`src/rtl/uart_tx_arbiter.sv`:
```
// Round-robin arbiter sharing one UART transmitter among NUM_REQ word requesters.
// Each granted word is sent LSB byte first using the tx_send/tx_busy handshake.
module uart_tx_arbiter #(
  parameter int NUM_REQ       = 2,
  parameter int WORD_BYTES    = 2,
  parameter int START_TIMEOUT = 100
) (
  input  logic                              clk,
  input  logic                              reset,
  input  logic [NUM_REQ-1:0]                req_i,
  input  logic [NUM_REQ*8*WORD_BYTES-1:0]   req_data_i,
  output logic [NUM_REQ-1:0]                done_o,
  input  logic                              tx_busy_i,
  output logic                              tx_send_o,
  output logic [7:0]                        tx_data_o,
  output logic                              busy_o,
  output logic [1:0]                        active_id_o,
  output logic                              timeout_err_o
);

  localparam int W  = 8 * WORD_BYTES;
  localparam int TW = $clog2(START_TIMEOUT + 1);
  localparam int BW = (WORD_BYTES > 1) ? $clog2(WORD_BYTES) : 1;

  typedef enum logic [2:0] {IDLE, SEND, WAIT_START, WAIT_DONE, BYTE_DONE} state_t;

  state_t          state_q;
  logic [1:0]      rr_ptr_q;
  logic [1:0]      active_id_q;
  logic [BW-1:0]   byte_idx_q;
  logic [TW-1:0]   timer_q;
  logic [W-1:0]    word_q;
  logic [3:0]      done_q;
  logic            tx_send_q;
  logic [7:0]      tx_data_q;
  logic            busy_q;
  logic            timeout_err_q;

  logic            grant_vld_d;
  logic [1:0]      grant_id_d;
  logic [2:0]      scan_idx;
  logic [3:0]      req_pad;
  logic [3:0]      done_sel;
  logic            last_byte;
  logic [1:0]      rr_next;
  logic [W-1:0]    req_word [4];

  // Unused requester slots read as idle with a zero word so indexing stays 2 bits wide.
  assign req_pad = 4'(req_i);
  for (genvar gi = 0; gi < 4; gi++) begin : g_word
    if (gi < NUM_REQ) begin : g_used
      assign req_word[gi] = req_data_i[gi*W +: W];
    end else begin : g_unused
      assign req_word[gi] = '0;
    end
  end

  // Scan from the farthest offset down so the requester nearest rr_ptr wins.
  always_comb begin
    grant_vld_d = 1'b0;
    grant_id_d  = 2'd0;
    scan_idx    = 3'd0;
    for (int k = NUM_REQ - 1; k >= 0; k--) begin
      scan_idx = {1'b0, rr_ptr_q} + 3'(k);
      if (scan_idx >= 3'(NUM_REQ)) scan_idx = scan_idx - 3'(NUM_REQ);
      if (req_pad[scan_idx[1:0]]) begin
        grant_vld_d = 1'b1;
        grant_id_d  = scan_idx[1:0];
      end
    end
  end

  assign done_sel  = 4'b0001 << active_id_q;
  assign last_byte = (byte_idx_q == BW'(WORD_BYTES - 1));
  assign rr_next   = (active_id_q == 2'(NUM_REQ - 1)) ? 2'd0 : active_id_q + 2'd1;

  always_ff @(posedge clk) begin
    if (reset) begin
      state_q       <= IDLE;
      rr_ptr_q      <= 2'd0;
      active_id_q   <= 2'd0;
      byte_idx_q    <= '0;
      timer_q       <= '0;
      word_q        <= '0;
      done_q        <= 4'd0;
      tx_send_q     <= 1'b0;
      tx_data_q     <= 8'd0;
      busy_q        <= 1'b0;
      timeout_err_q <= 1'b0;
    end else begin
      tx_send_q <= 1'b0;
      done_q    <= 4'd0;
      case (state_q)
        IDLE: begin
          if (grant_vld_d) begin
            active_id_q <= grant_id_d;
            tx_data_q   <= req_word[grant_id_d][7:0];
            word_q      <= req_word[grant_id_d] >> 8;
            byte_idx_q  <= '0;
            tx_send_q   <= 1'b1;
            busy_q      <= 1'b1;
            state_q     <= SEND;
          end
        end
        SEND: begin
          timer_q <= '0;
          state_q <= WAIT_START;
        end
        WAIT_START: begin
          if (tx_busy_i) begin
            state_q <= WAIT_DONE;
          end else if (timer_q == TW'(START_TIMEOUT - 1)) begin
            // A byte the UART never acknowledged still counts as sent.
            timeout_err_q <= 1'b1;
            done_q        <= last_byte ? done_sel : 4'd0;
            state_q       <= BYTE_DONE;
          end else begin
            timer_q <= timer_q + TW'(1);
          end
        end
        WAIT_DONE: begin
          if (!tx_busy_i) begin
            done_q  <= last_byte ? done_sel : 4'd0;
            state_q <= BYTE_DONE;
          end
        end
        BYTE_DONE: begin
          if (last_byte) begin
            rr_ptr_q <= rr_next;
            busy_q   <= 1'b0;
            state_q  <= IDLE;
          end else begin
            byte_idx_q <= byte_idx_q + BW'(1);
            tx_data_q  <= word_q[7:0];
            word_q     <= word_q >> 8;
            tx_send_q  <= 1'b1;
            state_q    <= SEND;
          end
        end
        default: state_q <= IDLE;
      endcase
    end
  end

  assign done_o        = done_q[NUM_REQ-1:0];
  assign tx_send_o     = tx_send_q;
  assign tx_data_o     = tx_data_q;
  assign busy_o        = busy_q;
  assign active_id_o   = active_id_q;
  assign timeout_err_o = timeout_err_q;

endmodule

```
`config.mk`:
```
export PLATFORM = sky130hd
export DESIGN_NAME = uart_tx_arbiter
export DESIGN_NICKNAME = d
export VERILOG_FILES = /design/src/rtl/uart_tx_arbiter.sv
export SDC_FILE = /design/constraint.sdc
export NUM_CORES = 1
export LEC_CHECK = 0
export CAP_MARGIN = 20
export CORE_MARGIN = 2
export CORE_UTILIZATION = 48
export CTS_CLUSTER_DIAMETER = 120
export CTS_CLUSTER_SIZE = 40
export DETAILED_ROUTE_END_ITERATION = 7
export GPL_TIMING_DRIVEN = 1
export PLACE_DENSITY = 0.79
export SLEW_MARGIN = 15
export SYNTH_ARGS = -nofsm -noshare
export SYNTH_HDL_FRONTEND = slang
export SYNTH_SLANG_ARGS = --single-unit
```
`constraint.sdc`:
```
create_clock -name clk -period 1.85 [get_ports clk]
set_input_delay 0.185 -clock clk [delete_from_list [all_inputs] [get_ports clk]]
set_output_delay 0.185 -clock clk [all_outputs]
set_load 0.005 [all_outputs]
```
### Word-level counts from Yosys, hierarchy flattened

Cells that the tools add are included.

* bits in registers: 44
* input port bits: 37
* output and inout port bits: 15

* $add $sub $neg: 6
* magnitude comparators: 5
* equal/unequal tests: 13
* shift operators: 1
* mux-type cells: 43
* bitwise operators: 2
* reductions and logical operators: 11

Operators with widths (count)
* 2-to-1 mux 16 bit: 4
* binary-select mux 16 bit (select 2 bit): 1
* one-hot mux 16 bit (2 select lines): 1
* 2-to-1 mux 2 bit: 9
* 2-to-1 mux 8 bit: 2
* one-hot mux 8 bit (2 select lines): 1
* one-hot mux 3 bit (5 select lines): 1
* AND reduction 3 bit: 5
* 2-to-1 mux 7 bit: 2
* one-hot mux 7 bit (2 select lines): 1
* 2-to-1 mux 3 bit: 4
* inequality test 2 bit (second input constant): 6
* 2-to-1 mux 1 bit: 11
* adder 7 x 1 -> 7 bit (second input constant): 1
* == test 7 bit (second input constant): 1
* == test 3 x 2 -> 1 bit (second input constant): 2
* < comparator 2 x 3 -> 1 bit (second input constant): 2
* one-hot mux 1 bit (2 select lines): 3
* AND reduction 2 bit: 3
* binary-select mux 1 bit (select 2 bit): 2
* one-hot mux 2 bit (2 select lines): 1
* nonzero test 2 bit: 2
* subtractor 2 bit (second input constant): 2
* adder 2 x 1 -> 3 bit (second input constant): 1
* other kinds (13): 13

### Logic depth before layout (Yosys ltp)

* word-level depth: 13
* depth in mapped cells: 6
* mapped depth without buffers: 5

### Worst setup path before layout

Ideal clock, no wire load.

* path kind: register to register
* start point: register timer_q[0]
* end point: register timer_q[0]
* setup time: 0.092 ns
* arrival: 1.275 ns
* setup slack: 0.482 ns
* stages on the path, launching flop included: 6
* path buffers: 0
* cells stage by stage: dfxtp_1 -> ha_1 -> nand4b_1 -> o211ai_2 -> a21oi_1 -> o32ai_1

* word-level cells in the longest chain between the ends: 4
* elaborated cells on any way between the ends: 7
* classes of those cells: 1 x add/sub; 2 x eq/ne; 3 x mux; 1 x reduce/logical

Ends and longest elaborated chain
* from (decl): line 31 `logic [TW-1:0] timer_q;`
* from (signal assigned): line 118 `timer_q <= timer_q + TW'(1);`
* adder 7 x 1 -> 7 bit: line 118
* 2-to-1 mux 7 bit: line 112 `end else if (timer_q == TW'(START_TIMEOUT - 1)) begin`
* 2-to-1 mux 7 bit: line 110 `if (tx_busy_i) begin`
* one-hot mux 7 bit (2 select lines): line 93 `case (state_q)`

Several ways; a longest one is shown, not always the timed one. The select of a mux whose other input is x is not followed.
A chain may end at the register's enable or synchronous reset.

### Final worst setup path

Ends and elaborated chain as after synthesis.

==> impl_results.md <==
- CTS Buf Count: 5
- Status: finished clean
- Crit Path Max Fanout: 5
- Ratio of cells with drive above 1 in the final layout: ~13%
- Slew HR: 54.4%
- Setup repair bufs after CTS: 0
- P_leak: 0.924 nW
- Worst Setup Start Kind: flop
- Number of max-cap violations: 0
- Vias per inst: between 5 and 6
- Buf/Inv on CP: 0
- # hold bufs at CTS: 0
- Highest routed layer: met4
- Vias in the first global route: 1,699
- Largest cells by area after synthesis: dfxtp_1 37%, a21oi_1 6.7%, a21boi_0 6.6%, nand3_1 4.1%, nand2b_1 3.9%
- Reg2Reg Depth: 5
- Endpoints failing hold: 0
- Post-route ant nets: 0
- Fin crit period: approximately 1.6 ns
- WHS Endpoint: busy_o$_SDFFE_PP0P_
- N_diodes: 0
- Worst-path clk slew: about 0.080 ns
- Cell row count: 23
- Fin area: 0.00258 mm²
- Die width: a little under 70 µm
- Area of the multi-input gates: about 0.0011 mm²
- Met2 routed WL: between 2000 and 2500 µm
- Port bufs: 51
- Post-CTS sizing: 0
- Worst-margin pin slew: just under 0.7 ns
- Warnings, synthesis: 0
- CTS H-tree lvls: 2
- Syn avg cell area: about 8.7 µm²
- DRC Markers: 0
- Core area: approximately 0.0039 mm²
- Mean routed wirelength per cell: between 10 and 15 µm
- Routed length on met3: ~240 µm
- Clock tree buffer depth: 2
- Synth Flop Type: dfxtp_1
- Syn nets: 261
- CP Data Required Time: 2.05 ns
- Area after DPL: between 0.002 and 0.0025 mm²
- Vert. Die Dim: just under 70 µm
- Power Density: around 770 mW/mm²
- Die Area: 0.00455 mm²
- Root Driver: clkbuf_8
- Setup TNS: 0 ns
- CTS tree: built
- Post-synthesis sequential area ratio: a little under two fifths
- Worst setup path class: reg2reg
- Synth area leader: dfxtp_1
- Initial DRC count: 96
- Pre-Repair DR Iteration Count: 4
- Routability cong.: just under 0.8
- Slowest-stage cell, CP: dfxtp_1
- Vias after detailed routing: 1,861
- Cell depth of the worst min-delay path: 2
- Worst-skew pair later-pin latency: 0.30 ns
- Initial antenna violation count: 0
- Area grow syn2layout: 33.7%
- Global-route wire length before repair: 7310 µm
- Synthesized cell area: 0.00193 mm²
- Fill cell count: 339
- EDFF count, synth: 0
- Setup slack, reg-to-reg: ~0.22 ns
- HP Start: busy_o$_SDFFE_PP0P_
- Post-Route WL: about 4500 µm
- Period utilization: 88.1%
- Worst vdd ir: ~0.51 mV
- FF+latch area: 721 µm²
- Setup violators final: 0
- Critical path's top delay family: compound AO/OA/AOI/OAI gates
- Sink Count: 36
- Synth top area share: between 30% and 40%
- Unique masters post-synth: 47
- Setup Skew: between 0.008 and 0.009 ns
- Critical path arrival: approximately 1.8 ns
- Final slew viol count: 0
- Ports: 52
- Async S/R FF share, synth: 0%
- Post-DP HPWL: between 3000 and 4000 µm
- RR Endpoint: timer_q[0]$_SDFFE_PP0P_
- Initial Utilization: between 40% and 50%
- FF+latch count, synth: 36
- Reg-to-reg startpoint: timer_q[0]$_SDFFE_PP0P_
- Syn Inst Count: about 220
- # nets final: between 300 and 400
- CP cell instances: ha_1 -> nand4b_1 -> o211ai_2 -> a21oi_1 -> o32ai_1
- RSZ-0062 raised after global routing: no
- Tightest Hold Check Type: reg2reg
- Critical Path Max Stage Delay: ~0.38 ns
- Largest net degree at the start of global routing: 34
- Max Fclk: 614 MHz
- Met1 wire length: between 1500 and 2000 µm
- Worst Setup End Kind: flop
- Grt ovf: 0
- Total GRT Usage: 21.4%
-- cell families after synthesis --
logic type	count (synthesis)	share of synthesized area [%]
adder cells (fa/ha/maj)	1	0.648
buffers and inverters	22	5.25
flip-flops	36	37.3
XOR/XNOR	2	0.907
AO/OA/AOI/OAI	82	29.3
multiplexers	3	1.56
AND/OR/NAND/NOR	77	25.0
-- synth_stat cells, drive strengths merged, types with 3 or more instances --
cell and number:
a21boi 17, nand2 8, nand2b 12, a21oi 27
nand4 3, dfxtp 36, and3 8, o21ai 10
nor3b 4, buf 10, nand3 16, o221ai 8
clkbuf 10, nor2 10, a31o 8, mux2i 3
and2 3
-- cells in the final DEF, fill, tap and decap left out, drive strengths merged, types with 10 or more instances in the layout --
master          n
nor2           10
nand3          16
a21boi         17
a21oi          27
dfxtp          36
nand2b         12
o21ai          10
clkdlybuf4s50  51
-- sequential cells by signal, summed over array words and instances (netlist names) --
signal and count:
active_id_o 2, busy_o 1, byte_idx_q 1, done_q 2, rr_ptr_q 2, state_q 3, timeout_err_o 1, timer_q 7
tx_data_o 8, tx_send_o 1, word_q 8
-- cell type report --
type	count	share of cell area, %
Tap cell	50	2.42
Clock inverter	3	1.65
Multi-Input combinational cell	165	42.9
Timing Repair Buffer	59	22.1
Sequential cell	36	27.9
Clock buffer	5	2.67
Inverter	2	0.291
-- per-stage QoR --
step           worst slack (ns)  total power, mW  cells  utilization [%]  hold WS [ns]
2_1_floorplan             0.482             1.13    223                -         0.384
3_3_place_gp              0.149             1.31    312             62.6         0.444
3_5_place_dp             0.0898             1.31    312             62.6         0.450
4_1_cts                   0.221             2.01    320             65.5         0.461
5_1_grt                  0.0909             2.09    320             65.5         0.492
6_report                  0.220             1.99    320             65.5         0.456
-- layer usage --
metal | track usage (%) | vias up
met5 | 0 | -
met4 | 9.18 | 0
met2 | 37.7 | 56
li1 | - | 917
met1 | 25.1 | 880
met3 | 4.33 | 8
-- power by group --
group / internal, mW / switching (mW) / total [mW]
sequential: 0.829 / 0.0441 / 0.873
combinational: 0.233 / 0.188 / 0.421
clock: 0.399 / 0.302 / 0.700
total: 1.46 / 0.534 / 1.99
-- how the worst max path moves through the flow --
stage / slack, ns / to / cells after the start / from
floorplan: 0.48 / timer_q[0]$_SDFFE_PP0P_ / 5 / timer_q[0]$_SDFFE_PP0P_
global placement: 0.15 / tx_data_o[0]$_SDFFE_PP0P_ / 5 / req_i[0]
detailed placement: 0.09 / tx_data_o[7]$_SDFFE_PP0P_ / 5 / req_i[0]
CTS: 0.22 / timer_q[0]$_SDFFE_PP0P_ / 5 / timer_q[0]$_SDFFE_PP0P_
global route: 0.09 / word_q[7]$_SDFFE_PP0P_ / 4 / state_q[1]$_SDFFE_PP0P_
finish: 0.22 / timer_q[0]$_SDFFE_PP0P_ / 5 / timer_q[0]$_SDFFE_PP0P_
-- worst min-delay path, stage by stage, from the launching register on --
cell,delay [ns]
dfxtp_1,0.31
nand2_1,0.05
a21oi_1,0.05
(Power assumes the default switching activity.)
